## config.mk

```make
export PLATFORM = sky130hd
export DESIGN_NAME = gpu_control_unit
export DESIGN_NICKNAME = d
export VERILOG_FILES = /design/src/rtl/gpu_ctrl_pkg.sv /design/src/rtl/ctrl_cycle_counter.sv /design/src/rtl/gpu_control_unit.sv
export SDC_FILE = /design/constraint.sdc
export NUM_CORES = 1
export LEC_CHECK = 0
export ABC_AREA = 1
export BUFFER_PORTS_ARGS = -buffer_cell sky130_fd_sc_hd__buf_2
export CAP_MARGIN = 15
export CORE_MARGIN = 2
export CORE_UTILIZATION = 50
export DETAILED_ROUTE_END_ITERATION = 8
export PLACE_DENSITY = 0.76
export SLEW_MARGIN = 20
export SYNTH_ARGS = -nofsm -noshare
export SYNTH_HDL_FRONTEND = slang
export SYNTH_SLANG_ARGS = --single-unit
```

## constraint.sdc

```tcl
create_clock -name clk -period 1.7 [get_ports clk]
set_clock_uncertainty 0.1 [all_clocks]
set_input_delay 0.34 -clock clk [delete_from_list [all_inputs] [get_ports clk]]
set_output_delay 0.34 -clock clk [all_outputs]
set_load 0.01 [all_outputs]
```

## src/rtl/gpu_ctrl_pkg.sv

```systemverilog
// Shared opcodes, selector encodings and FSM state type for the GPU instruction control unit.
package gpu_ctrl_pkg;

  localparam logic [3:0] WBR = 4'b0000;
  localparam logic [3:0] WSM = 4'b0001;
  localparam logic [3:0] WBM = 4'b0010;
  localparam logic [3:0] DP  = 4'b0011;

  localparam logic SEL_SPRITE     = 1'b0;
  localparam logic SEL_BACKGROUND = 1'b1;

  typedef enum logic [2:0] {
    IDLE,
    DECODE,
    WRITE_REG,
    WAIT_SCREEN,
    WRITE_FIELDS,
    WRITE_MEM,
    WAIT_DONE,
    ERR
  } state_t;

  function automatic int max3(input int a, input int b, input int c);
    int m;
    m = (a > b) ? a : b;
    return (m > c) ? m : c;
  endfunction

endpackage

```

## src/rtl/ctrl_cycle_counter.sv

```systemverilog
// Cycle counter shared by the timed FSM states: synchronous clear, increment and terminal compare.
module ctrl_cycle_counter #(
  parameter int W = 5
) (
  input  logic         clk,
  input  logic         rst_n,
  input  logic         clear,
  input  logic         inc,
  input  logic [W-1:0] last,
  output logic [W-1:0] count,
  output logic         at_last
);

  always_ff @(posedge clk or negedge rst_n) begin
    if (!rst_n) begin
      count <= '0;
    end else if (clear) begin
      count <= '0;
    end else if (inc) begin
      count <= count + W'(1);
    end
  end

  assign at_last = (count == last);

endmodule

```

## src/rtl/gpu_control_unit.sv

```systemverilog
// Instruction control unit: accepts one opcode per handshake and sequences register/memory strobes.
// Handshake: an opcode transfers on a rising edge where instr_valid=1 and new_instruction=1.
module gpu_control_unit
  import gpu_ctrl_pkg::*;
#(
  parameter int OPCODE_W      = 4,
  parameter int FIELD_W       = 4,
  parameter int MEM_WR_CYCLES = 1,
  parameter int TIMEOUT       = 16
) (
  input  logic                clk,
  input  logic                reset,
  input  logic                instr_valid,
  input  logic [OPCODE_W-1:0] opCode,
  input  logic                printtingScreen,
  input  logic                done,
  output logic                new_instruction,
  output logic                memory_wr,
  output logic [FIELD_W-1:0]  selectField,
  output logic                register_wr,
  output logic                selectorDemuxRegister,
  output logic                selectorDemuxData,
  output logic                selectorAddress,
  output logic                busy,
  output logic                error,
  output state_t              dbg_state
);

  localparam int CNT_MAX = max3(FIELD_W, MEM_WR_CYCLES, TIMEOUT);
  localparam int CNT_W   = $clog2(CNT_MAX + 1);

  state_t              state;
  state_t              state_next;
  logic [OPCODE_W-1:0] op_q;
  logic [CNT_W-1:0]    cnt;
  logic [CNT_W-1:0]    cnt_last;
  logic                cnt_at_last;
  logic                cnt_clear;
  logic                cnt_inc;
  logic                sel_bg;

  always_ff @(posedge clk or negedge reset) begin
    if (!reset) begin
      state <= IDLE;
      op_q  <= OPCODE_W'(WBR);
    end else begin
      state <= state_next;
      if (state == IDLE && instr_valid) begin
        op_q <= opCode;
      end
    end
  end

  // Every state change restarts the count, so each timed state starts from zero.
  assign cnt_clear = (state_next != state);
  assign cnt_inc   = (state == WRITE_FIELDS) || (state == WRITE_MEM) || (state == WAIT_DONE);
  assign sel_bg    = (op_q == OPCODE_W'(WBM)) ? SEL_BACKGROUND : SEL_SPRITE;
  assign dbg_state = state;

  ctrl_cycle_counter #(
    .W(CNT_W)
  ) u_counter (
    .clk    (clk),
    .rst_n  (reset),
    .clear  (cnt_clear),
    .inc    (cnt_inc),
    .last   (cnt_last),
    .count  (cnt),
    .at_last(cnt_at_last)
  );

  always_comb begin
    state_next            = state;
    cnt_last              = '0;
    new_instruction       = 1'b0;
    busy                  = 1'b1;
    error                 = 1'b0;
    memory_wr             = 1'b0;
    register_wr           = 1'b0;
    selectField           = '0;
    selectorDemuxRegister = 1'b0;
    selectorDemuxData     = SEL_SPRITE;
    selectorAddress       = SEL_SPRITE;

    case (state)
      IDLE: begin
        new_instruction = 1'b1;
        busy            = 1'b0;
        if (instr_valid) begin
          state_next = DECODE;
        end
      end
      DECODE: begin
        if (op_q == OPCODE_W'(WBR)) begin
          state_next = WRITE_REG;
        end else if (op_q == OPCODE_W'(WSM) || op_q == OPCODE_W'(WBM)) begin
          state_next = WRITE_MEM;
        end else if (op_q == OPCODE_W'(DP)) begin
          state_next = WAIT_SCREEN;
        end else begin
          state_next = ERR;
        end
      end
      WRITE_REG: begin
        register_wr = 1'b1;
        state_next  = IDLE;
      end
      WAIT_SCREEN: begin
        if (!printtingScreen) begin
          state_next = WRITE_FIELDS;
        end
      end
      WRITE_FIELDS: begin
        register_wr           = 1'b1;
        selectorDemuxRegister = 1'b1;
        cnt_last              = CNT_W'(FIELD_W - 1);
        for (int k = 0; k < FIELD_W; k++) begin
          selectField[k] = (cnt == CNT_W'(k));
        end
        if (cnt_at_last) begin
          state_next = IDLE;
        end
      end
      WRITE_MEM: begin
        memory_wr         = 1'b1;
        selectorAddress   = sel_bg;
        selectorDemuxData = sel_bg;
        cnt_last          = CNT_W'(MEM_WR_CYCLES - 1);
        if (cnt_at_last) begin
          state_next = WAIT_DONE;
        end
      end
      WAIT_DONE: begin
        selectorAddress   = sel_bg;
        selectorDemuxData = sel_bg;
        cnt_last          = CNT_W'(TIMEOUT - 1);
        // An acknowledge on the timeout edge takes priority over the error.
        if (done) begin
          state_next = IDLE;
        end else if (cnt_at_last) begin
          state_next = ERR;
        end
      end
      ERR: begin
        error      = 1'b1;
        state_next = IDLE;
      end
      default: begin
        state_next = IDLE;
      end
    endcase
  end

endmodule

```

# Yosys cells after proc, flatten, opt, wreduce, memory -nomap -nowiden
# Index checks and enable logic that the tools add are counted.
[totals] elab_cells=52 ff_bits=12 in_bits=9
[classes] reduce_logical=11 n_mux=22 eq_ne=15 addsub=1
[op_table] cell="two-way mux 3 bit" n=9
[op_table] cell="case mux 3 bit (7 select lines)" n=1
[op_table] cell="== test 3 bit, second input constant" n=4
[op_table] cell="== test 5 x 2 -> 1 bit, second input constant" n=2
[op_table] cell="two-way mux 5 bit" n=2
[op_table] cell="== test 4 x 2 -> 1 bit, second input constant" n=2
[op_table] cell="two-way mux 1 bit" n=8
[op_table] cell="case mux 4 bit (2 select lines)" n=1
[op_table] cell="== test 3 x 2 -> 1 bit, second input constant" n=2
[op_table] cell="OR reduction 2 bit" n=3
[op_table] cell="adder 5 x 1 -> 5 bit, second input constant" n=1
[op_table] cell="== test 5 x 1 -> 1 bit, second input constant" n=1
[op_table] cell="== test 5 x 4 -> 1 bit" n=1
[op_table] cell="zero test 5 bit" n=1
[op_table] cell="== test 4 x 1 -> 1 bit, second input constant" n=1
[op_table] cell="zero test 4 bit" n=1
[op_table] cell="two-way mux 4 bit" n=1
[op_table] cell="== test 3 x 1 -> 1 bit, second input constant" n=1
[op_table] cell="zero test 3 bit" n=1
[op_table] cell="logical OR 1 bit" n=3
[op_table] cell="!= test 3 bit" n=1
[op_table] cell="nonzero test 2 bit" n=1
[op_table] cell="logical AND 1 bit" n=1

# Longest topological paths before layout
[depth] ltp_word=8 mapped_depth=12 ltp_nobuf=12

# By module
# A second synthesis with hierarchy kept.
[unflattened] hier_cells=134 area_unflattened_um2=900.9
[by_module_without_submodules] mod="gpu_control_unit" seq_area_each_um2=175.2 area_per_inst_um2=581.8 n_inst=1 cells_per_inst=92
[by_module_without_submodules] mod="ctrl_cycle_counter" seq_area_each_um2=125.1 area_per_inst_um2=319.1 n_inst=1 cells_per_inst=42

# Worst setup path after synthesis
# Ideal clock, no wire load.
[synth_timing] path_type="register to output" start="register state[2] (netlist: dbg_state[2])" end="output selectorDemuxData" path_stages_with_launch=7 n_path_buf=2 required_time_ns=1.260 path_slack_ns=-0.109 arrival_time_ns=1.369 cell_sequence="dfrtp_1 > clkbuf_8 > inv_2 > nor3_4 > inv_1 > a21oi_1 > buf_4"
[synth_via] elab_chain_cells=3
[synth_rtl] item="start, declared" line_no="gpu_control_unit.sv:32" source="state_t state;"
[synth_rtl] item="start signal, assigned" line_no="gpu_control_unit.sv:47" source="state <= state_next;"
[synth_rtl] item="== test 3 bit"
[synth_rtl] item="OR reduction 2 bit (no line) *"
[synth_rtl] item="two-way mux 1 bit *"
[synth_rtl] item="end, declared" line_no="gpu_control_unit.sv:22" source="output logic selectorDemuxData,"
# Every way passes the cells marked *; elsewhere a longest branch is shown, timed or not.

# Final worst setup path
[layout_timing] start="register state[2] (netlist: dbg_state[2])" end="output selectorAddress"
[layout_via] elab_chain_cells=3
[layout_rtl] item="== test 3 bit" line_no="gpu_control_unit.sv:85" source="case (state)"
[layout_rtl] item="OR reduction 2 bit (no line) *"
[layout_rtl] item="two-way mux 1 bit *" line_no="gpu_control_unit.sv:85"
[layout_rtl] item="end, declared" line_no="gpu_control_unit.sv:23" source="output logic selectorAddress,"
# Marked as above.

==> impl_metrics.yaml <==
critical_path:
  cp_data_required_time_ns: 1.26
  path_class: "reg -> out"
  worstSetupStartpoint: "dbg_state[2]"
  critPathCapture: "selectorAddress"
  r2r_slack_ns: -0.16
  crit_path_end_kind: "output port"
  r2r-start: "dbg_state[2]"
  worst_r2r_path_depth: 11
  arrival_ns: 1.44
  cp_max_fo: 5
  critPathLaunchType: "flop"
  r2r-end: "u_counter.count[4]"
synthesis:
  synth_most_common_cell: "nand2_1"
  synth_top_cells_by_count: "nand2_1, inv_1, nor2_1"
  syn-cell-area_um2: 914.6
  synth_warnings: 0
  synth_fp_nets: 146
  yosys-top-cells-area: "dfrtp_1, nand2_1, inv_1"
  synth_seq_area_share_pct: 32.83
  yosys.cell_types.count: 22
  syn_area_per_cell_um2: 6.877
  yosysTopAreaCellShare_pct: 32.83
  synth-seq-cells: 12
  synthArstFlopShare_pct: 100.0
  synth_top_cell_by_area: "dfrtp_1"
  synth_ff_type: "dfrtp_1"
  synth-edff-count: 0
  synthCells: 133
clock_tree:
  root_buffer: "clkbuf_4"
  clkTransAtPathRegs_ns: 0.08
  clock_latency_ns: 0.28
  cts_buffers: 3
  cts_sinks: 12
  htreeDepth: 1
  tritoncts: "built"
  cts_buffer_depth: 2
sta:
  max_slew_margin_pct: 77.03
  rsz0062_at_grt: "true"
  hold_violations: 0
  max_clock_freq_mhz: 531.7
  fin_crit_sh_pct: 110.6
  maxSlewViolCount: 0
  fin_ws_ns: -0.1809
  tightest_slew_ns: 0.3409
  finalSetupViolCount: 16
  fin_crit_ns: 1.881
final_layout:
  synthToLayoutAreaGrowth_pct: 56.63
  final_core_util_pct: 82.97
  fin_cells: 207
  multi_input_area_um2: 631.9
  antenna_cells: 0
  drive_above_1_share_pct: 50.00
  seqCellArea_um2: 302.8
  final_nets: 196
  fillers: 97
place:
  place.gp.congestion: 0.8337
  place_hpwl_mm: 1.650
  io_buffer_count: 23
  pre_cts_ws_ns: -0.06492
  dp_cells: 190
worst_hold_path:
  hp-class: "in -> reg"
  hold_path_depth: 3
route:
  first_pass_iters: 4
  antenna_left: 0
  vias: 1100
  finalWirelength_mm: 3.062
  drcViolationCount: 0
  routedWlPerCell_um: 14.79
  drtIter0Drc: 34
  via_per_inst: 5.314
job:
  cap_viol_max_count: 0
outcome:
  status: "complete, but fails checks"
  violations: "setup timing"
global_routing:
  top_usage_layer: "met2"
  grt_use_met1_pct: 27.60
  grt_first_pass_wirelength_mm: 3.946
  grt-ovfl-total: 0
  antenna_found_initial: 0
  grt_max_degree: 13
  grtUsageMet2_pct: 47.95
  gr-usage-all-layers_pct: 26.23
  grt_pass1_vias: 969
  grt_util_met3_pct: 4.615
floorplan:
  core_um2: 1727
  die_area_um2: 2187
  fp-row-count: 15
  die_w_um: 46.77
  die_h_um: 46.77
  ios: 24
  start_util_pct: 52.97
power:
  peakVddDrop_v: 0.001127
  leakage_nw: 0.7711
  p_per_area_nw_per_um2: 1738
## power breakdown
| part | internal (W) | switching (W) |
|---|---|---|
| Clock | 0.000130 | 0.0000992 |
| Combinational | 0.000731 | 0.00106 |
| Sequential | 0.000378 | 0.0000953 |
## through the flow
stage	hold slack (ns)	setup TNS [ns]	instance area, um^2	power [W]
floorplan	-0.05559	-0.03114	923.4	0.001246
CTS	0.1481	-0.7264	1296	0.002078
global route	0.1496	-3.028	1433	0.002645
finish	0.1486	-1.952	1433	0.002491
global placement	0.1275	0	1127	0.001582
detailed placement	0.1323	-0.3051	1127	0.001614
## cell usage in the layout (no fill, tap or decap)
cell           instances
nand2_1               30
buf_2                 23
buf_4                 19
inv_1                 17
nand3_1               11
dfrtp_1               10
nor2_1                 9
nand2_2                8
nor2_4                 5
nor2_2                 5
nor3_2                 5
ha_1                   4
buf_6                  4
inv_2                  3
nand3_2                3
xor2_1                 3
o21ai_0                3
clkbuf_4               3
nand3_4                2
dfrtp_2                2
inv_4                  1
clkinv_8               1
nor3_4                 1
nand4_1                1
or2_4                  1
a21boi_2               1
a21boi_1               1
nand2_4                1
a21oi_4                1
xnor2_1                1
clkbuf_8               1
dlygate4sd3_1          1
buf_12                 1
## worst min-delay path by stage
| stage | end | from |
|---|---|---|
| after CTS | op_q[2] | opCode[2] |
| after floorplan | dbg_state[0] | reset |
| after global placement | dbg_state[0] | reset |
| after detailed placement | dbg_state[0] | reset |
| after global routing | op_q[3] | opCode[3] |
| final | op_q[2] | opCode[2] |
## cell families (layout without fill, tap and decap cells)
family | count (synthesis) | count (layout) | share of synthesized area, %
fa+ha+maj | 4 | 4 | 5.472
buf+inv | 25 | 74 | 12.59
xor+xnor | 4 | 4 | 3.831
flops | 12 | 12 | 32.83
compound gates | 6 | 6 | 3.829
simple gates | 82 | 82 | 41.45
## layer usage
layer / vias up / routed length [um]
met2: 64 / 1579
met1: 501 / 1113
met3: 22 / 240
met5: - / 0
met4: 0 / 129
li1: 513 / -
## final cells by class
| type | instances | area share [%] |
|---|---|---|
| inverters | 22 | 6.812 |
| multi-input cells | 96 | 44.10 |
| flip-flops and latches | 12 | 21.14 |
| repair buffers | 48 | 23.23 |
| clock buffers | 4 | 2.533 |
| well taps | 25 | 2.183 |
## sequential cells by signal, indices dropped and copies added (netlist names)
register,flops
dbg_state,3
op_q,4
u_counter.count,5
## critical path, stage by stage (launching register included)
cell and delay (ns):
dfrtp_2 0.44, buf_12 0.14, clkinv_8 0.05, nor3_4 0.16, inv_2 0.09, a21oi_4 0.13, buf_2 0.15
## repair_timing
action / in CTS / in global routing
pin swaps: 4 / 12
hold buffers: 1 / 0
gates resized for setup: 17 / 26
setup buffers: 9 / 3
hold endpoints to repair: 12 / 0
endpoints found under the setup margin: 17 / 17
Note: power is estimated with default switching activity, not from simulation.
